--- config.mk ---
export PLATFORM = sky130hd
export DESIGN_NAME = cpu_debug_ctl_flat
export DESIGN_NICKNAME = d
export VERILOG_FILES = /design/src/rtl/cpu_debug_pkg.sv /design/src/rtl/cpu_debug_ctl_if.sv /design/src/rtl/cpu_dump_scan.sv /design/src/rtl/cpu_debug_ctl.sv /design/src/flat_wrapper.sv
export SDC_FILE = /design/constraint.sdc
export NUM_CORES = 1
export LEC_CHECK = 0
export CORE_UTILIZATION = 37
export CTS_BUF_LIST = sky130_fd_sc_hd__clkbuf_8
export CTS_CLUSTER_SIZE = 30
export DETAILED_ROUTE_END_ITERATION = 8
export PLACE_DENSITY = 0.88
export SLEW_MARGIN = 20
export SYNTH_ARGS = -nofsm -noshare
export SYNTH_HDL_FRONTEND = slang
export SYNTH_SLANG_ARGS = --single-unit
export TNS_END_PERCENT = 20
--- constraint.sdc ---
create_clock -name CLK -period 3.3 [get_ports CLK]
set_input_delay 0.66 -clock CLK [delete_from_list [all_inputs] [get_ports CLK]]
set_output_delay 0.66 -clock CLK [all_outputs]
set_load 0.02 [all_outputs]
--- src/rtl/cpu_debug_pkg.sv ---
// Shared types and helpers for the CPU debug controller.
// Register-file defaults RegWidth/NumRegs may be overridden with +define on the command line.
`ifndef RegWidth
`define RegWidth 16
`endif
`ifndef NumRegs
`define NumRegs 8
`endif

package cpu_debug_pkg;

  typedef enum logic [1:0] {
    IDLE = 2'd0,
    RUN  = 2'd1,
    DUMP = 2'd2,
    DONE = 2'd3
  } dbg_state_t;

  // Index width for a register count; a single register still needs one bit.
  function automatic int idx_width(input int n);
    return (n > 1) ? $clog2(n) : 1;
  endfunction

endpackage

--- src/rtl/cpu_debug_ctl_if.sv ---
// Register-dump stream between the debug controller (master) and its consumer (slave).
// Handshake: a word moves on every rising edge where dump_valid & dump_ready; while
// dump_valid is high and dump_ready is low, dump_idx/dump_data hold; valid never depends on ready.
interface cpu_debug_ctl_if
  import cpu_debug_pkg::*;
#(
  parameter int REG_WIDTH = `RegWidth,
  parameter int NUM_REGS  = `NumRegs
);
  localparam int IDX_W = idx_width(NUM_REGS);

  logic                 dump_valid;
  logic                 dump_ready;
  logic [IDX_W-1:0]     dump_idx;
  logic [REG_WIDTH-1:0] dump_data;

  modport master (output dump_valid, output dump_idx, output dump_data, input dump_ready);
  modport slave  (input dump_valid, input dump_idx, input dump_data, output dump_ready);

endinterface

--- src/rtl/cpu_dump_scan.sv ---
// Snapshot bank plus index counter that streams one register per accepted transfer.
module cpu_dump_scan
  import cpu_debug_pkg::*;
#(
  parameter int REG_WIDTH = `RegWidth,
  parameter int NUM_REGS  = `NumRegs,
  parameter int IDX_W     = idx_width(NUM_REGS)
) (
  input  logic                          CLK,
  input  logic                          RST_N,
  input  logic                          capture,
  input  logic                          clear,
  input  logic [NUM_REGS*REG_WIDTH-1:0] reg_state,
  input  logic                          ready,
  output logic                          valid,
  output logic [IDX_W-1:0]              idx,
  output logic [REG_WIDTH-1:0]          data,
  output logic                          last_xfer
);

  localparam logic [IDX_W-1:0] LAST_IDX = IDX_W'(NUM_REGS - 1);

  logic [NUM_REGS-1:0][REG_WIDTH-1:0] snap_q, snap_d;
  logic                               valid_q, valid_d;
  logic [IDX_W-1:0]                   idx_q, idx_d;

  assign last_xfer = valid_q & ready & (idx_q == LAST_IDX);

  always_comb begin
    snap_d  = snap_q;
    valid_d = valid_q;
    idx_d   = idx_q;
    if (capture) begin
      snap_d  = reg_state;
      valid_d = 1'b1;
      idx_d   = '0;
    end else if (clear) begin
      valid_d = 1'b0;
      idx_d   = '0;
    end else if (valid_q && ready) begin
      // The final index stays visible after the stream ends.
      if (idx_q == LAST_IDX) valid_d = 1'b0;
      else                   idx_d   = idx_q + 1'b1;
    end
  end

  always_ff @(posedge CLK) begin
    if (!RST_N) begin
      snap_q  <= '0;
      valid_q <= 1'b0;
      idx_q   <= '0;
    end else begin
      snap_q  <= snap_d;
      valid_q <= valid_d;
      idx_q   <= idx_d;
    end
  end

  assign valid = valid_q;
  assign idx   = idx_q;
  assign data  = snap_q[idx_q];

endmodule

--- src/rtl/cpu_debug_ctl.sv ---
// Run/halt controller with watchdog and register-dump sequencer for the CPU.
// CPU_DEBUG_DUMP_EN enables the snapshot bank and DUMP state; without it a run ends directly in DONE.
module cpu_debug_ctl
  import cpu_debug_pkg::*;
#(
  parameter int REG_WIDTH  = `RegWidth,
  parameter int NUM_REGS   = `NumRegs,
  parameter int CYC_WIDTH  = 32,
  parameter int MAX_CYCLES = 100000
) (
  input  logic                          CLK,
  input  logic                          RST_N,
  input  logic                          start,
  input  logic                          halted,
  input  logic [NUM_REGS*REG_WIDTH-1:0] reg_state,
  output logic                          run,
  output logic [CYC_WIDTH-1:0]          cycle_count,
  output logic                          done,
  output logic                          timeout,
  output dbg_state_t                    dbg_state,
  cpu_debug_ctl_if.master               dbg
);

  localparam bit                   WD_EN   = (MAX_CYCLES != 0);
  localparam logic [CYC_WIDTH-1:0] WD_LAST = CYC_WIDTH'(MAX_CYCLES - 1);
`ifdef CPU_DEBUG_DUMP_EN
  localparam dbg_state_t POST_RUN = DUMP;
`else
  localparam dbg_state_t POST_RUN = DONE;
`endif

  dbg_state_t           state_q, state_d;
  logic [CYC_WIDTH-1:0] cyc_q, cyc_d;
  logic                 timeout_q, timeout_d;
  logic                 start_acc;
  logic                 leave_run;
  logic                 last_xfer;

  always_comb begin
    state_d   = state_q;
    cyc_d     = cyc_q;
    timeout_d = timeout_q;
    start_acc = 1'b0;
    leave_run = 1'b0;
    case (state_q)
      IDLE, DONE: begin
        if (start) begin
          state_d   = RUN;
          cyc_d     = '0;
          timeout_d = 1'b0;
          start_acc = 1'b1;
        end
      end
      RUN: begin
        if (cyc_q != '1) cyc_d = cyc_q + 1'b1;
        // Halt has priority over a watchdog expiry in the same cycle.
        if (halted) begin
          state_d   = POST_RUN;
          leave_run = 1'b1;
        end else if (WD_EN && (cyc_q == WD_LAST)) begin
          state_d   = POST_RUN;
          timeout_d = 1'b1;
          leave_run = 1'b1;
        end
      end
      DUMP: begin
        if (last_xfer) state_d = DONE;
      end
      default: state_d = IDLE;
    endcase
  end

  always_ff @(posedge CLK) begin
    if (!RST_N) begin
      state_q   <= IDLE;
      cyc_q     <= '0;
      timeout_q <= 1'b0;
    end else begin
      state_q   <= state_d;
      cyc_q     <= cyc_d;
      timeout_q <= timeout_d;
    end
  end

  assign run         = (state_q == RUN);
  assign done        = (state_q == DONE);
  assign timeout     = timeout_q;
  assign cycle_count = cyc_q;
  assign dbg_state   = state_q;

`ifdef CPU_DEBUG_DUMP_EN
  cpu_dump_scan #(
    .REG_WIDTH (REG_WIDTH),
    .NUM_REGS  (NUM_REGS)
  ) u_scan (
    .CLK       (CLK),
    .RST_N     (RST_N),
    .capture   (leave_run),
    .clear     (start_acc),
    .reg_state (reg_state),
    .ready     (dbg.dump_ready),
    .valid     (dbg.dump_valid),
    .idx       (dbg.dump_idx),
    .data      (dbg.dump_data),
    .last_xfer (last_xfer)
  );
`else
  logic unused_ok;
  assign last_xfer      = 1'b0;
  assign dbg.dump_valid = 1'b0;
  assign dbg.dump_idx   = '0;
  assign dbg.dump_data  = '0;
  assign unused_ok      = ^{reg_state, dbg.dump_ready, leave_run, start_acc};
`endif

endmodule

--- src/flat_wrapper.sv ---
// flat-port wrapper written by rule: the top's interface ports become plain ports
module cpu_debug_ctl_flat import cpu_debug_pkg::*;
#(
  parameter int REG_WIDTH  = `RegWidth,
  parameter int NUM_REGS   = `NumRegs,
  parameter int CYC_WIDTH  = 32,
  parameter int MAX_CYCLES = 100000
)
  (CLK, RST_N, start, halted, reg_state, run, cycle_count, done, timeout, dbg_state, dbg_dump_valid, dbg_dump_idx, dbg_dump_data, dbg_dump_ready);
  cpu_debug_ctl_if #(.REG_WIDTH(REG_WIDTH), .NUM_REGS(NUM_REGS)) dbg_i ();
  input  logic CLK;
  input  logic RST_N;
  input  logic start;
  input  logic halted;
  input  logic [NUM_REGS*REG_WIDTH-1:0] reg_state;
  output logic run;
  output logic [CYC_WIDTH-1:0] cycle_count;
  output logic done;
  output logic timeout;
  output dbg_state_t dbg_state;
  output wire logic [$bits(dbg_i.dump_valid)-1:0] dbg_dump_valid;
  output wire logic [$bits(dbg_i.dump_idx)-1:0] dbg_dump_idx;
  output wire logic [$bits(dbg_i.dump_data)-1:0] dbg_dump_data;
  input wire logic [$bits(dbg_i.dump_ready)-1:0] dbg_dump_ready;
  assign dbg_dump_valid = dbg_i.dump_valid;
  assign dbg_dump_idx = dbg_i.dump_idx;
  assign dbg_dump_data = dbg_i.dump_data;
  assign dbg_i.dump_ready = dbg_dump_ready;
  cpu_debug_ctl #(.REG_WIDTH(REG_WIDTH), .NUM_REGS(NUM_REGS), .CYC_WIDTH(CYC_WIDTH), .MAX_CYCLES(MAX_CYCLES)) u_core (.CLK(CLK), .RST_N(RST_N), .start(start), .halted(halted), .reg_state(reg_state), .run(run), .cycle_count(cycle_count), .done(done), .timeout(timeout), .dbg_state(dbg_state), .dbg(dbg_i));
endmodule
==> results.md, run 1 <==
Cells and area:
- After routing the design area is roughly 0.0029 mm2.
- The flip-flop and latch area is approximately 700 um2.
- The filler cells instantiated in the layout total 612.
- The number of antenna diodes in the final layout is 0.
- The final layout contains 477 nets.
- The post-route netlist has between 7 and 8% of its cells at a drive strength greater than 1.
- The area added between synthesis and finish is 20.2%.
- The number of non-filler instances in the completed layout is ~420.
- Summing all multi-input logic gate instances after layout gives between 0.0015 and 0.002 mm2.

Critical path:
- The critical path in this run is classified as flop to output pin.
- The largest fanout on the critical path is 17.
- The reg-to-reg startpoint is u_core.dbg_state[1].
- The worst setup slack for register-to-register paths is around 0.74 ns.
- The worst register-to-register path has a depth of 7.
- The critical path starts at u_core.dbg_state[1].
- The required time at the endpoint of the critical path is 2.64 ns.
- The critical path capture point is run.
- The type of destination of the critical path is an output pin.
- At the worst endpoint, the arrival time is approximately 2 ns.
- In this run the critical register-to-register path is captured at u_core.cycle_count[19].
- The type of element launching the critical path is a flop.

Floorplanning:
- After floorplanning, the core was sized to cover 0.00635 mm2.
- The die is roughly 83 um wide.
- Pin placement for this block handled 190 I/O pins.
- The initial utilization of the core area, before any placement, comes to 38.4%.
- The floorplan has 29 rows.
- The die covers 0.00692 mm2.
- The die span in y is 83.2 um.

Yosys:
- The number of enable flip-flop cells after synthesis is 0.
- By area, the combinational part of the netlist is dominated by simple AND/OR/NAND/NOR gates.
- Of the post-synthesis cell area, the part taken by muxes is between 4 and 5%.
- The area fraction in and, or, nand and nor cells after synthesis is ~31%.
- During synthesis, Yosys emitted a total of 0 warnings.
- In this run, distinct cell masters in the synthesized netlist total 50.
- The proportion of synthesized flip-flops having asynchronous set or reset is 0%.
- The synthesized netlist devotes roughly 22% of its cell area to compound gates.
- The cell count after synthesis is between 300 and 400.
- The netlist area before placement is between 0.002 and 0.0025 mm2.
- By area the synthesized netlist is led by dfxtp_1 (29%), buf_4 (6.2%), nand3_1 (5.1%).
- The flip-flop and latch count after synthesis is 35.
- The arithmetic-cell share of the synthesized area counting full adders, half adders and majority gates is under 10%.
- In the synthesized netlist the dominant register cell turns out to be dfxtp_1.
- Summing the sequential cell areas from Yosys gives roughly 29% of the chip area.
- The mean cell area of the mapped netlist is a little under 8 um2.
- The xor/xnor share of the synthesized area is 0%.
- Of the post-synthesis cell area, the dominant cell type holds 28.7%.
- The top cell type by total area after synthesis is dfxtp_1.

Place:
- The area after detailed placement is 0.00281 mm2.
- Routability-driven placement finished with a final weighted congestion of around 0.95.
- Detailed placement ended at an HPWL of between 4000 and 5000 um.
- Input and output buffers added on the ports amount to 40.
- The instance count after placement with tap cells included is 410.

Drt:
- The antenna violation net count after detailed routing is 0.
- After the first detailed-routing iteration, the DRC count stood at 285.
- For this run, the detailed router's first-pass iteration total came to 5.
- The detailed-route wire length per cell is 16.8 um.
- The total wirelength of the detailed-routed design is ~7000 um.
- The final route contains approximately 2,700 vias.
- The average via count per standard cell is around 6.4.
- In the routed design, unresolved DRC markers number 0.

CTS:
- The number of clock sinks seen by CTS is 35.
- The level count of the clock H-tree is 2.
- The clock passes through at most 2 buffers.
- The clock reaches the later pin of the worst-skew pair after about 0.30 ns.
- The number of gates resized after CTS is 0.
- TritonCTS built the clock tree.
- The number of hold buffers added after CTS was 0.
- The tree is rooted in a clkbuf_8.
- After clock tree synthesis, the clock-pin slew on the worst setup and hold paths is around 0.07 ns.
- The total clock buffers created by CTS is 5.
- The number of post-CTS setup repair buffers is 0.

Global routing:
- For met1 alone, demand over resource in global routing was between 20% and 30%.
- The first global-routing pass estimated between 10,000 and 15,000 um of wire.
- After global routing, the most crowded layer is met2.
- The number of global-route vias before repair was between 2,000 and 2,500.
- For this run, global-route usage on met3 was measured as roughly 3.6%.
- The overall global routing resource usage is between 10% and 20%.
- In the global route stage, met2 resource usage came out at 30.6%.
- The number of antenna violations at the first check in global routing was 0.
- Entering global routing, the biggest net connects 32 pins.
- Global routing finished with a remaining overflow of 0.

Status:
- The run finished with clean final reports.

STA:
- At the pin with the least slew margin, the transition time is 0.621 ns.
- The final critical-path required period is 2.67 ns.
- The relative slew slack is 58.6%.
- Static timing analysis puts the maximum clock frequency at roughly 370 MHz.
- The number of pins exceeding their max-slew limit in the final report is 0.
- After layout, the worst path uses between 80% and 90% of the clock period.
- Adding up every negative setup slack in the final design gives 0 ns.
- Setup violations remaining at the end of the flow were counted as 0.
- The number of hold violations in the final report is 0.
- On the final layout, the worst hold slack is about 0.5 ns.
- Setup repair after global routing left no endpoint under its margin.
- The maximum clock skew at final layout is a little over 0.008 ns.

Worst hold path:
- The worst hold path belongs to the class flop to flop.

Power:
- Dividing total power by cell area gives a power density of roughly 370 mW/mm2.
- IR analysis of the VDD net gives a maximum drop of roughly 0.00016 V.
- The leakage power is ~1.0 nW.

Flow run:
- The count of max-cap constraint violations is 0.
[cells by family after synthesis]
family,after synthesis
simple gates,135
buf+inv,50
flops,35
compound gates,75
mux,11
other cells,1
fa+ha+maj,4
[worst min path at each step]
stage	from	to	cells after the start
finish	u_core.timeout	u_core.timeout	2
global placement	u_core.timeout	u_core.timeout	2
detailed placement	u_core.timeout	u_core.timeout	2
CTS	u_core.timeout	u_core.timeout	2
floorplan	u_core.timeout	u_core.timeout	2
global route	u_core.timeout	u_core.timeout	2
[synth_stat cells (4+ instances only)]
cell type / count
a21oi_1: 13
buf_2: 8
ha_1: 4
buf_4: 20
nand4_1: 16
mux2i_1: 6
nor3_1: 5
or3_1: 4
and4_1: 6
a31oi_1: 9
nand2_1: 26
a41oi_1: 4
clkbuf_1: 15
or4_1: 6
nand3_1: 25
and3_1: 9
inv_1: 6
dfxtp_1: 35
nor2_1: 14
a22o_1: 4
o21ai_0: 9
nor4_1: 12
o211ai_1: 8
mux2_2: 5
[metal layers]
| metal | routed length, um | share of wire, % |
|---|---|---|
| met2 | 3210 | 46 |
| met5 | 0 | 0 |
| met3 | 618 | 8.8 |
| met4 | 162 | 2.3 |
| met1 | 3030 | 43 |
[state kept, by name, summed over array words and instances (netlist names)]
register and cells:
u_core.cycle_count 32, u_core.dbg_state 2, u_core.timeout 1
[worst max-delay path: stages, from the launching register on]
cell             delay, ns
dfxtp_1               0.34
inv_1                 0.09
ha_1                  0.55
clkdlybuf4s50_1       0.73
[through the flow]
stage               setup WS [ns]  utilization (%)  power (W)
CTS                         0.626             46.1    0.00109
global placement            0.808             44.3   0.000670
global route                0.493             46.1    0.00113
floorplan                    1.05                -   0.000621
detailed placement          0.754             44.3   0.000676
finish                      0.629             46.1    0.00109
[where the power goes]
group | internal, W | switching [W]
logic | 0.0000688 | 0.000170
registers | 0.000428 | 0.00000665
clock network | 0.000245 | 0.000172
total | 0.000741 | 0.000348
[layout by cell type (no fill, tap or decap), drive strengths merged, types with 3 or more instances in the layout]
master / instances
clkbuf: 6
nand2: 26
nand3: 25
nor3: 6
nor4: 12
inv: 6
a41oi: 4
dfxtp: 35
or3: 4
a21oi: 14
buf: 7
and2: 3
o211ai: 8
and4: 6
o31ai: 3
clkdlybuf4s50: 40
a22oi: 3
o41ai: 3
nand4: 17
and3: 9
ha: 4
or4: 6
o311ai: 3
mux2i: 6
a22o: 4
o21ai: 9
conb: 20
mux2: 5
a31oi: 9
nor2: 15
[layout make-up]
class,count,share of cell area (%)
repair buffers,47,15.5
inverters,6,0.769
clock inverters,2,1.20
clock buffers,6,2.82
well taps,77,3.29
flip-flops and latches,35,23.9
multi-input cells,245,52.5
Note: power is estimated with default switching activity, not from simulation.
==> run 2: changes to the inputs <==
Settings changed: CORE_UTILIZATION 37 to 35, PLACE_DENSITY 0.88 to 0.84.
Clock period 3.3 ns to 2.7 ns, I/O delays scaled along.
==> run 2 against run 1 <==
Register-to-register slack lost 0.42 ns. First-iteration DRC count grew 7.0%. Combinational power grew 26%. Largest power group unchanged. Via count shrank 2.7%. Clock skew shrank 0.0011 ns. Count of clock-buffer cells in the layout shrank 1. Core utilization shrank 3.0 points. Sequential power grew 22%.
==> results.md, run 2 (synthesized netlist as in run 1, its figures left out) <==
Critical path:
- Counting cells, the worst reg-to-reg path comes to 6.
- The start point of the critical path is u_core.cycle_count[0].
- The type of destination of the critical path is a flop.
- The slowest stage of the critical path belongs to the cell dfxtp_1.
- The worst setup path is launched from a flop.
- The cell count along the critical path is 6.
- Following the worst setup path forward leads to its endpoint at u_core.cycle_count[12].
- The reg-to-reg startpoint is u_core.cycle_count[0].
- Walking the worst path, the cells encountered are ha_1 > and4_1 > and2_1 > nand4_2 > a21oi_2 > a22o_1.
- In this design, the stage delay of the slowest critical-path cell is ~0.44 ns.
- In this run the critical register-to-register path is captured at u_core.cycle_count[12].
- Along the worst path, the maximum fanout reaches 8.
- The required time at the endpoint of the critical path is about 2.9 ns.
- Among cell families on the critical path, the largest total delay comes from simple AND/OR/NAND/NOR gates.
- Counting both buffers and inverters, the worst setup path holds a total of 0.
- The kind of critical path is flop to flop.
- Across all register-to-register paths, the minimum setup slack is roughly 0.32 ns.
- For the worst setup path, the data arrival time is between 2 and 3 ns.

Floorplanning:
- The area of the die is about 0.0073 mm2.
- The floorplan has 30 rows.
- The die span in y is about 85 um.
- The core region is between 0.006 and 0.007 mm2.
- The initial utilization of the core area, before any placement, comes to a little over a third.
- The I/O pin count is 190.
- The horizontal die dimension is approximately 85 um.

CTS:
- The number of post-CTS setup repair buffers is 0.
- The number of clock sinks seen by CTS is 35.
- The clock passes through at most 2 buffers.
- The CTS tree is built.
- The clock latency of the later-clocked register in the worst-skew pair is ~0.3 ns.
- The number of clock buffers added by TritonCTS is 5.
- The number of gates resized after CTS is 0.
- In this run the clock root is driven by a clkbuf_8.
- After clock tree synthesis, the clock-pin slew on the worst setup and hold paths is ~0.070 ns.
- The level count of the clock H-tree is 2.
- The cts-stage hold buffer count is 0.

Drt:
- The final layout contains routed wiring with a total length of 7120 um.
- The number of iterations in the first detailed-routing pass is 7.
- In the routed design, unresolved DRC markers number 0.
- For this block, the via count after detailed routing is roughly 2,600.
- The detailed-route wire length per cell is 16.8 um.
- In this run, the number of DRC markers left after iteration 0 of detailed routing was slightly above 300.
- The antenna violation net count after detailed routing is 0.
- Using the TritonRoute via totals, the vias-per-cell ratio works out to between 6 and 7.

Global routing:
- The number of global-route vias before repair was between 2,000 and 2,500.
- The number of antenna violations at the first check in global routing came to 0.
- Across every metal layer, demand over resource in global routing totals around a fifth.
- The total grt overflow is 0.
- Entering global routing, the biggest net connects 32 pins.
- The first global-routing pass estimated around 11,000 um of wire.

Power:
- The design draws approximately 0.0012 W.
- For this design the ratio of total power to cell area is 415 mW/mm2.
- The peak supply drop is approximately 0.00020 V.
- The leakage power is 1.03 nW.

STA:
- The number of pins exceeding their max-slew limit in the final report came to 0.
- The setup violation total in the final timing report is 0.
- The number of hold violations in the final report is 0.
- Derived from the worst setup path, the maximum achievable clock frequency is 420 MHz.
- The final critical-path required period is 2.38 ns.
- Setup total negative slack on the finished layout was measured at 0 ns.
- Setup repair after global routing left no endpoint under its margin.
- The maximum clock skew at final layout is 0.00706 ns.
- The worst-case setup margin in the final layout is between 0.3 and 0.4 ns.
- The final period utilization is about nine tenths.

Cells and area:
- The number of flip-flops under the largest register name is 32.
- The final non-filler cell area is approximately 0.0029 mm2.
- In the final layout, the share of cells above drive strength 1 is approximately 8%.
- The net count reported at finish is roughly 480.
- In the layout the commonest cells are clkdlybuf4s50_1 (40), dfxtp_1 (35), nand2_1 (26).
- 0 antenna diodes ended up in the layout.
- Once layout is complete, the cells apart from fillers number about 420.
- The area added between synthesis and finish is 19.5%.
- The most common cell after layout, fill and taps aside is clkdlybuf4s50_1.
- After filler insertion, the fill cell instance count of the layout stands at approximately 670.

Place:
- Once detailed placement completed, the half-perimeter wirelength came to around 4900 um.
- The instance count after placement with tap cells included is roughly 420.
- The congestion estimate from routability-driven global placement came to 0.903.
- The count of buffers added on input and output ports is 40.
- The area after detailed placement is around 0.0028 mm2.
- The worst slack at placement is 0.406 ns.

Flow run:
- The count of max-cap constraint violations is 0.

Worst hold path:
- The class of the worst hold path is flop to flop.

Status:
- The flow ran to the end, and the final reports show no timing, DRC or antenna violations.
## run 2: changes by cell type in the layout (fill, tap and decap cells not counted), sizes merged
cell    change
clkbuf      -1
bufinv      -1
inv         +2
buf         +2
## run 2: final cells by class
cell class	instances	area [um2]	area share, %
multi-input combinational	245	1540	52.9
sequential	35	701	24.1
timing repair buffer	49	468	16.1
tap	80	100	3.44
clock buffer	5	68.8	2.36
inverter	6	22.5	0.774
clock inverter	3	12.5	0.430
## run 2: metrics by stage
step / utilization, % / hold slack [ns]
after floorplan: - / 0.549
after global placement: 41.9 / 0.469
after detailed placement: 41.9 / 0.482
after CTS: 43.1 / 0.492
after global routing: 43.1 / 0.524
final: 43.1 / 0.487
## run 2: worst min path at each step
| stage | to | from | cells past startpoint |
|---|---|---|---|
| finish | u_core.timeout | u_core.timeout | 2 |
| global route | u_core.timeout | u_core.timeout | 2 |
| CTS | u_core.timeout | u_core.timeout | 2 |
| detailed placement | u_core.timeout | u_core.timeout | 2 |
| global placement | u_core.timeout | u_core.timeout | 2 |
| floorplan | u_core.timeout | u_core.timeout | 2 |
## run 2: layer usage
layer / wire length, um / share of wire (%) / vias to the layer above / GRT usage (%)
met5: 0 / 0 / - / 0
met4: 153 / 2.1 / 0 / 7.88
met3: 593 / 8.3 / 18 / 4.47
met2: 3380 / 47 / 132 / 30.2
met1: 3000 / 42 / 1231 / 26.1
li1: - / - / 1219 / -
## run 2: worst min-delay path, delay by kind of cell, from the launching register on
kind | cells | cell delay, ns
AOI/OAI and AO/OA | 2 | 0.13
DFF | 1 | 0.31
## run 2: power by group
group / internal, W / switching [W] / total (W)
Clock: 0.000174 / 0.000201 / 0.000375
Sequential: 0.000523 / 0.00000839 / 0.000531
Combinational: 0.0000866 / 0.000216 / 0.000302
==> run 3: changes to the inputs <==
Settings changed: PLACE_DENSITY 0.84 to 0.83.
==> run 3 against run 2 <==
Sequential share of layout area is 0.16 points lower. Wire length is 3.6% lower. Non-clock buffer count is 2 lower. Critical path depth stayed put. Combinational power is 2% lower. Hold slack worse by 0.0070 ns. Critical path type unchanged. Largest cell class unchanged. Highest routed layer unchanged.
==> results.md, run 3 (synthesized netlist as in run 1, its figures left out) <==
Status:
- The run finished with clean final reports.

Power:
- Combinational logic burns 23.4% of the power.
- The portion of total power attributed to the clock network is about a third.
- The leakage power is 1.03 nW.
- Net switching is around 33% of the power.
- The power spent charging and discharging nets is between 0.0004 and 0.0005 W.
- The peak supply drop is 0.000294 V.
- The internal power contribution is ~0.00084 W.
- Dividing total power by cell area gives a power density of ~430 mW/mm2.
- The share of total power dissipated in sequential elements is about two fifths.

Floorplanning:
- Once the floorplan was initialized, standard cells occupied a little over a third of the core.
- The floorplan has 30 rows.
- The floorplan step defined a die boundary enclosing approximately 0.0073 mm2.
- For this design the top-level I/O count stands at 190.
- The total area inside the core boundary comes to between 0.006 and 0.007 mm2.
- The horizontal die dimension is approximately 85 um.
- The die is between 80 and 90 um tall.

CTS:
- After clock tree synthesis, the setup repair step added 0 buffers.
- Once the clock tree was built, the resizer swapped 0 gates to a different size.
- The tree is rooted in a clkbuf_8.
- The clock latency of the later-clocked register in the worst-skew pair is roughly 0.30 ns.
- The cts-stage hold buffer count is 0.
- Clock tree synthesis found a total of 35 sinks.
- The clock tree synthesis step divided the H-tree into 2 levels.
- TritonCTS built the clock tree.
- No sink is reached through more buffers than the 2 on the longest clock path.
- Counting the buffers created by CTS gives 5.
- The clock slew at the register clock pins of the worst setup and hold paths is about 0.08 ns.

Critical path:
- The largest fanout on the critical path is 8.
- The startpoint identified for the worst register-to-register timing path is u_core.cycle_count[0].
- The worst endpoint data arrival time is around 2.5 ns.
- The start point of the critical path is u_core.cycle_count[0].
- The slowest stage of the critical path belongs to the cell dfxtp_1.
- The largest single stage delay on the critical path is approximately 0.42 ns.
- The worst setup slack for register-to-register paths is around 0.40 ns.
- The signal on the critical path passes through ha_1 > and4_1 > and2_1 > nand4_2 > a21oi_2 > a22o_1.
- In this run the worst setup path terminates at u_core.cycle_count[14].
- In this design, the largest share of critical-path delay is due to simple AND/OR/NAND/NOR gates.
- The kind of critical path is flop to flop.
- The type of element launching the critical path is a flop.
- The destination of the worst register-to-register timing path is u_core.cycle_count[14].
- The logic depth of the worst register-to-register path is 6.
- The critical path contains buffers and inverters numbering 0 combined.
- The type of destination of the critical path is a flop.
- The critical path runs through a total of 6 cells.
- The required time at the endpoint of the critical path is between 2 and 3 ns.

STA:
- Setup repair after global routing left no endpoint under its margin.
- The maximum clock rate is between 400 and 500 MHz.
- Of the available clock period, the critical path in the final layout requires about 85%.
- The final-layout setup total negative slack is 0 ns.
- The minimum hold slack is 0.480 ns.
- For the final database, setup skew stands at ~0.0091 ns.
- The final critical-path required period is around 2.3 ns.
- The number of hold violations in the final report was 0.
- The number of pins exceeding their max-slew limit in the final report came to 0.
- The setup violation total in the final timing report is 0.

Cells and area:
- The share of layout cells above drive strength 1 is roughly 7.9%.
- The flip-flop and latch area is about 700 um2.
- The number of non-filler instances in the completed layout is 421.
- The register with the most flip-flops in the layout has 32 of them.
- The number of antenna diodes in the final layout is 0.
- In the final design database the tool counted around 480 nets.
- The utilization of the core after routing is a little over two fifths.
- Leaving out fill and tap cells, the most frequent cell in the layout is clkdlybuf4s50_1.
- The area growth from synthesis to layout is 20.3%.
- After filler insertion, the fill cell instance count of the layout stands at 693.
- In the layout the commonest cells are clkdlybuf4s50_1 (40), dfxtp_1 (35), nand2_1 (26).
- The multi-input combinational cell area is around 0.0015 mm2.

Place:
- The total half-perimeter wirelength after legalization and detailed placement is roughly 4900 um.
- The last weighted congestion value of the routability-driven placer is approximately 0.90.
- The quantity of I/O buffers inserted on ports is 40.
- Once placement completed, the tool counted placed cells totaling a little over 400.

Drt:
- The total wirelength of the detailed-routed design is 6870 um.
- The antenna violation net count after detailed routing is 0.
- The remaining routing DRC violations is 0.
- The total via count after detailed routing is 2,581.
- In this run, the number of DRC markers left after iteration 0 of detailed routing was ~260.
- Dividing the detail-routed wire length by the instance count gives 16.3 um.
- The number of iterations in the first detailed-routing pass is 5.
- Using the TritonRoute via totals, the vias-per-cell ratio works out to a little over 6.

Worst hold path:
- The class of the worst hold path is flop to flop.

Global routing:
- The maximum number of pins on one net before global-route repair is 37.
- The first global-routing pass estimated 11,400 um of wire.
- In the global route stage, overall resource usage came out at approximately 19%.
- The number of antenna violations at the first check in global routing came to 0.
- The total grt overflow is 0.
- The number of global-route vias before repair came to between 2,000 and 2,500.

Flow run:
- Across the run, the number of max-cap violations was 0.
[run 3: cell count changes in the layout (fill, tap and decap cells not counted)]
cell,previous run,this run
buf_4,9,6
clkbuf_8,5,7
inv_1,8,6
buf_12,0,1
clkinv_2,1,0
clkinvlp_4,0,1
[run 3: how the worst min path moves through the flow]
stage	start	endpoint	cells past startpoint	slack (ns)
2_1_floorplan	u_core.timeout	u_core.timeout	2	0.55
3_3_place_gp	u_core.timeout	u_core.timeout	2	0.47
3_5_place_dp	u_core.timeout	u_core.timeout	2	0.47
4_1_cts	u_core.timeout	u_core.timeout	2	0.48
5_1_grt	u_core.timeout	u_core.timeout	2	0.52
6_report	u_core.timeout	u_core.timeout	2	0.48
[run 3: final cells by class]
class | instances | area share (%)
Clock inverter | 1 | 0.256
Inverter | 6 | 0.768
Timing Repair Buffer | 47 | 15.9
Multi-Input combinational cell | 245 | 52.5
Tap cell | 80 | 3.41
Clock buffer | 7 | 3.29
Sequential cell | 35 | 23.9
[run 3: worst reg2reg max path, cell delays in order (launching register included)]
cell and delay [ns]:
dfxtp_1 0.42, ha_1 0.24, and4_1 0.32, and2_1 0.33, nand4_2 0.33, a21oi_2 0.40, a22o_1 0.21
[run 3: layer usage]
layer / global-route usage (%) / vias to the layer above / part of all wire (%)
li1: - / 1220 / -
met1: 25.6 / 1228 / 45
met2: 31.1 / 117 / 47
met3: 3.79 / 16 / 6.5
met4: 8.33 / 0 / 1.7
met5: 0 / - / 0
[run 3: stage by stage]
stage / area (um2) / power (W) / setup WS (ns)
global placement: 2830 / 0.000826 / 0.507
detailed placement: 2830 / 0.000832 / 0.462
global route: 2930 / 0.00132 / 0.231
floorplan: 2510 / 0.000759 / 0.451
CTS: 2930 / 0.00126 / 0.422
finish: 2930 / 0.00127 / 0.404
[run 3: power groups by stage]
| stage | clock network (W) | logic [W] | registers, W |
|---|---|---|---|
| floorplan | 0 | 0.000209 | 0.000549 |
| global placement | 0 | 0.000284 | 0.000542 |
| detailed placement | 0 | 0.000289 | 0.000543 |
| CTS | 0.000440 | 0.000291 | 0.000531 |
| global route | 0.000464 | 0.000320 | 0.000532 |
| finish | 0.000440 | 0.000296 | 0.000531 |
==> patch 1: new RTL, flow settings as in run 1 <==
`CYC_WIDTH` is set to 32 in 2 places; all go to 28.
--- a/src/rtl/cpu_debug_ctl.sv
+++ b/src/rtl/cpu_debug_ctl.sv
@@ -7,3 +7,3 @@
   parameter int NUM_REGS   = `NumRegs,
-  parameter int CYC_WIDTH  = 32,
+  parameter int CYC_WIDTH  = 28,
   parameter int MAX_CYCLES = 100000
--- a/src/flat_wrapper.sv
+++ b/src/flat_wrapper.sv
@@ -5,3 +5,3 @@
   parameter int NUM_REGS   = `NumRegs,
-  parameter int CYC_WIDTH  = 32,
+  parameter int CYC_WIDTH  = 28,
   parameter int MAX_CYCLES = 100000
Interface: changed (resized cycle_count); port bits go from 190 to 186. No check against the original RTL was run, so the function may have changed too.
==> patch 1 against run 1 <==
Routed wire length down 28%; total power shrank 19%; synthesized area fell by 18%; final area shrank 18%; largest power group unchanged; setup slack better by 0.11 ns; sequential power shrank 10%; combinational power down 31%; count of clock-buffer cells in the layout increased by 1; largest cell class unchanged; sequential cell count shrank 4; highest routed layer unchanged.
==> patch 1: results <==
metrics = {
    "synthesis": {
        "synthDistinctLibCells": 48,
        "yosys_warnings": 0,
        "ys_seq_area_frac": 0.3106,
        "synthesis.area_per_instance_sq_um": 7.867,
        "synth_top_cell_by_area": "dfxtp_1",
        "synth.area.top_cells": "dfxtp_1 31%, o21ai_0 9.3%, buf_4 7.5%, nand4_1 4.1%, nand2_1 3.8%",
        "ys_async_sr_fraction": 0,
        "synth_common_cells": "37 x o21ai_0, 31 x dfxtp_1, 20 x buf_4, 20 x nand2_1",
    },
    "setup_path": {
        "slowest_delay_ns": 0.70,
        "worstPathMaxFanout": 13,
        "crit_path_top_delay_cell": "clkdlybuf4s50_1",
        "cp.arrival_ns": 1.90,
        "crit_family": "buffers and inverters",
    },
    "clocking": {
        "postCtsSetupRepairBufs": 0,
        "clk_path_buf_depth": 2,
        "cts_buffers": 5,
        "cts_resized": 0,
        "clk_pin_slew_ns": 0.06,
        "cts_htree_levels": 2,
        "insertion_delay_ns": 0.29,
        "cts-root-buf": "clkbuf_8",
    },
    "worst_hold_path": {
        "min-delay-path-class": "reg2reg",
    },
    "global_routing": {
        "grt_max_degree": 21,
        "grt_pass1_vias": 1781,
        "grt_use_met1": 0.2603,
        "grt_pass1_wl_um": 8404,
        "grt_use_met2": 0.2976,
        "gr-usage-met3": 0.06217,
        "antenna_found_initial": 0,
        "track_usage": 0.1947,
    },
    "sta": {
        "clock-skew-final_ns": 0.004827,
        "final-max-slew-violation-count": 0,
        "slew_headroom": 0.4615,
    },
    "route": {
        "routedWlPerCell_um": 14.08,
        "via_per_inst": 5.768,
        "drt_iter0_drc": 235,
        "dr.pass1.iters": 4,
        "vias": 2059,
    },
    "layout": {
        "largest_register_ffs": 28,
        "finalNetCount": 423,
        "n_antenna_cell": 0,
        "drive_gt1_frac": 0.07666,
    },
    "outcome": {
        "outcome": "finished, final reports clean",
    },
    "placement": {
        "numPortBuffers": 36,
        "dpl.cell_count": 349,
        "gp_congestion": 0.9125,
        "pre_cts_ws_ns": 0.6590,
        "dp_hpwl_um": 3570,
    },
    "power": {
        "ir_worst_vdd_mv": 0.1504,
        "p_leak_nw": 0.8179,
    },
}
[patch 1: path summary, 6_finish.rpt]
check                                         start                      to  slack (ns)  cells after the start
worst max-delay path            u_core.dbg_state[1]                     run        0.74                      3
worst min-delay path            u_core.dbg_state[0]     u_core.dbg_state[0]        0.54                      2
worst max register to register  u_core.dbg_state[1]  u_core.cycle_count[21]        0.90                      6
worst min register to register  u_core.dbg_state[0]     u_core.dbg_state[0]        0.54                      2
[patch 1: worst min-delay path, stage by stage, from the launching register on]
cell	delay (ns)
dfxtp_1	0.34
inv_1	0.09
a21oi_1	0.06
[patch 1: cells by family (layout without fill, tap and decap cells)]
group / count (synthesis) / after routing / share of synthesized area
and+or+nand+nor: 99 / 99 / 0.2999
AOI/OAI and AO/OA: 79 / 79 / 0.2355
adders and majority gates: 4 / 4 / 0.02505
DFF: 31 / 31 / 0.3106
muxes: 1 / 1 / 0.005010
buffers and inverters: 39 / 53 / 0.1221
other: 1 / 20 / 0.001877
[patch 1: area by class of cell]
type,instances,area (sq um)
Clock buffer,7,96.34
Timing Repair Buffer,38,375.4
Multi-Input combinational cell,203,1205
Clock inverter,1,3.754
Sequential cell,31,620.6
Fill cell,516,2725
Inverter,7,26.28
Tap cell,70,87.58
[patch 1: routing by layer]
metal  up-vias  wire length [um]
li1        988                 -
met1       963              2273
met2       102              2253
met3         6               443
met4         0                58
met5         -                 0
[patch 1: per-stage QoR]
stage / hold WS (ns) / utilization / area (sq um)
floorplan: 0.5756 / - / 2069
global placement: 0.5025 / 0.4503 / 2315
detailed placement: 0.5308 / 0.4503 / 2315
CTS: 0.5440 / 0.4698 / 2415
global route: 0.5650 / 0.4698 / 2415
finish: 0.5418 / 0.4698 / 2415
[patch 1: power by group]
group          leakage (nW)  switching, mW  internal [mW]
Clock                0.0557          0.143          0.187
Sequential            0.250        0.00878          0.381
Combinational         0.512          0.115         0.0519
==> patch 2: new RTL, flow settings as in run 1 <==
Without the edit above. Register the output `cycle_count` once more; this adds one clock of latency there. The other outputs are not delayed to match.
--- a/src/rtl/cpu_debug_ctl.sv
+++ b/src/rtl/cpu_debug_ctl.sv
@@ -87,3 +87,5 @@
   assign timeout     = timeout_q;
-  assign cycle_count = cyc_q;
+  always_ff @(posedge CLK) begin
+    cycle_count <= cyc_q;
+  end
   assign dbg_state   = state_q;
Function: changed (Yosys sat finds a counterexample within 4 cycles, from zero or initial values and one cycle with RST_N low).
==> patch 2 against run 1 <==
Final cell count grew 17%; total power grew 68%; global-route usage shrank 1.6 points; sequential cell count grew 32; largest cell class unchanged; final area grew 26%; synthesized area grew 26%; die area grew 25%; maximum frequency grew 3.0%; routed wire length grew 6.9%; core utilization grew 0.67 points; setup slack gained 0.077 ns; sequential power grew 89%; first-iteration DRC count grew 29%.
==> patch 2: results <==
metrics = {
    "job": {
        "drv_cap": 0,
    },
    "placement": {
        "dpl_cell_area_sq_mm": 0.003468,
        "dp_hpwl_um": 4898,
        "gp_congestion": 0.8834,
    },
    "worst_hold_path": {
        "min_from": "u_core.cyc_q[1]",
        "hold_path_depth": 0,
        "worstHoldEndpoint": "u_core.cycle_count[1]",
    },
    "synthesis": {
        "ys_ff_latch": 67,
        "ys_seq_area_frac": 0.4377,
        "synth.area.top_cells": "dfxtp_1 44%, buf_4 5.1%, nand4_1 3.5%, a21oi_1 3.4%, o21ai_0 3.4%",
        "synthDistinctLibCells": 53,
        "synth_common_cells": "67 x dfxtp_1, 23 x nand2_1, 21 x a21oi_1, 21 x buf_4, 21 x o21ai_0",
    },
    "global_routing": {
        "grt_pass1_vias": 2609,
        "grt_use_met1": 0.2207,
        "grt_max_degree": 45,
        "track_usage": 0.1817,
        "grt_use_met2": 0.2813,
        "gr-usage-met3": 0.06504,
        "grt_pass1_wl_um": 12340,
    },
    "layout": {
        "comb.multi_input.count": 250,
        "layout.nonclk_buf_frac": 0.1186,
        "multi_input_area_share": 0.4159,
        "drive_gt1_frac": 0.08571,
        "nonClockBufferCount": 45,
        "n_fill_cell": 739,
        "finalNetCount": 517,
        "clkbuf_count": 9,
        "seq_share": 0.3634,
        "postLayoutCoreUtil": 0.4680,
        "nNonClkInverters": 7,
    },
    "setup_path": {
        "rr_startpoint": "u_core.cyc_q[11]",
        "slowest_delay_ns": 0.67,
        "worstPathMaxFanout": 28,
        "cp.arrival_ns": 1.93,
        "reg2reg_depth": 5,
        "reg2reg_to": "u_core.cyc_q[22]",
    },
    "power": {
        "ir_worst_vdd_mv": 0.2029,
    },
    "route": {
        "dr.pass1.iters": 7,
        "routedWlPerCell_um": 15.42,
        "wl_met3_um": 940,
        "met2_wirelength_um": 3308,
        "wl_met1_um": 3017,
        "via_per_inst": 5.854,
    },
    "sta": {
        "tightestPinTransition_ns": 0.7408,
    },
    "clocking": {
        "cts_buffers": 9,
        "cts-root-buf": "clkbuf_8",
        "postCtsSetupRepairBufs": 0,
        "insertion_delay_ns": 0.36,
        "cts_htree_levels": 3,
        "cts_resized": 0,
    },
    "floorplan": {
        "fp.dieW_um": 93.01,
    },
    "outcome": {
        "outcome": "finished, final reports clean",
    },
}
## patch 2: changes by cell type after synthesis, sizes merged, moves of 4 or more
cell and change:
dfxtp +32, nor3 +5, a21oi +7, nor2 +4, o21ai +19, nand3 -7, o211ai -7
## patch 2: through the flow
step / instances / hold WS (ns) / power (mW) / setup WS (ns)
floorplan: 363 / 0.3258 / 1.029 / 0.9969
global placement: 471 / 0.3893 / 1.067 / 0.8495
detailed placement: 471 / 0.4031 / 1.077 / 0.8039
CTS: 487 / 0.4174 / 1.840 / 0.7047
global route: 487 / 0.4317 / 1.900 / 0.6251
finish: 487 / 0.4249 / 1.831 / 0.7057
## patch 2: report_power, final
group          internal, mW  switching, mW
Sequential            0.815        0.00753
Combinational        0.0670          0.175
Clock                 0.430          0.336
## patch 2: cells by family after synthesis
family | synth area share
other cells | 0.001224
xor+xnor | 0.002859
simple gates | 0.2581
fa+ha+maj | 0.01633
mux | 0.03022
flops | 0.4377
buf+inv | 0.08575
compound gates | 0.1678
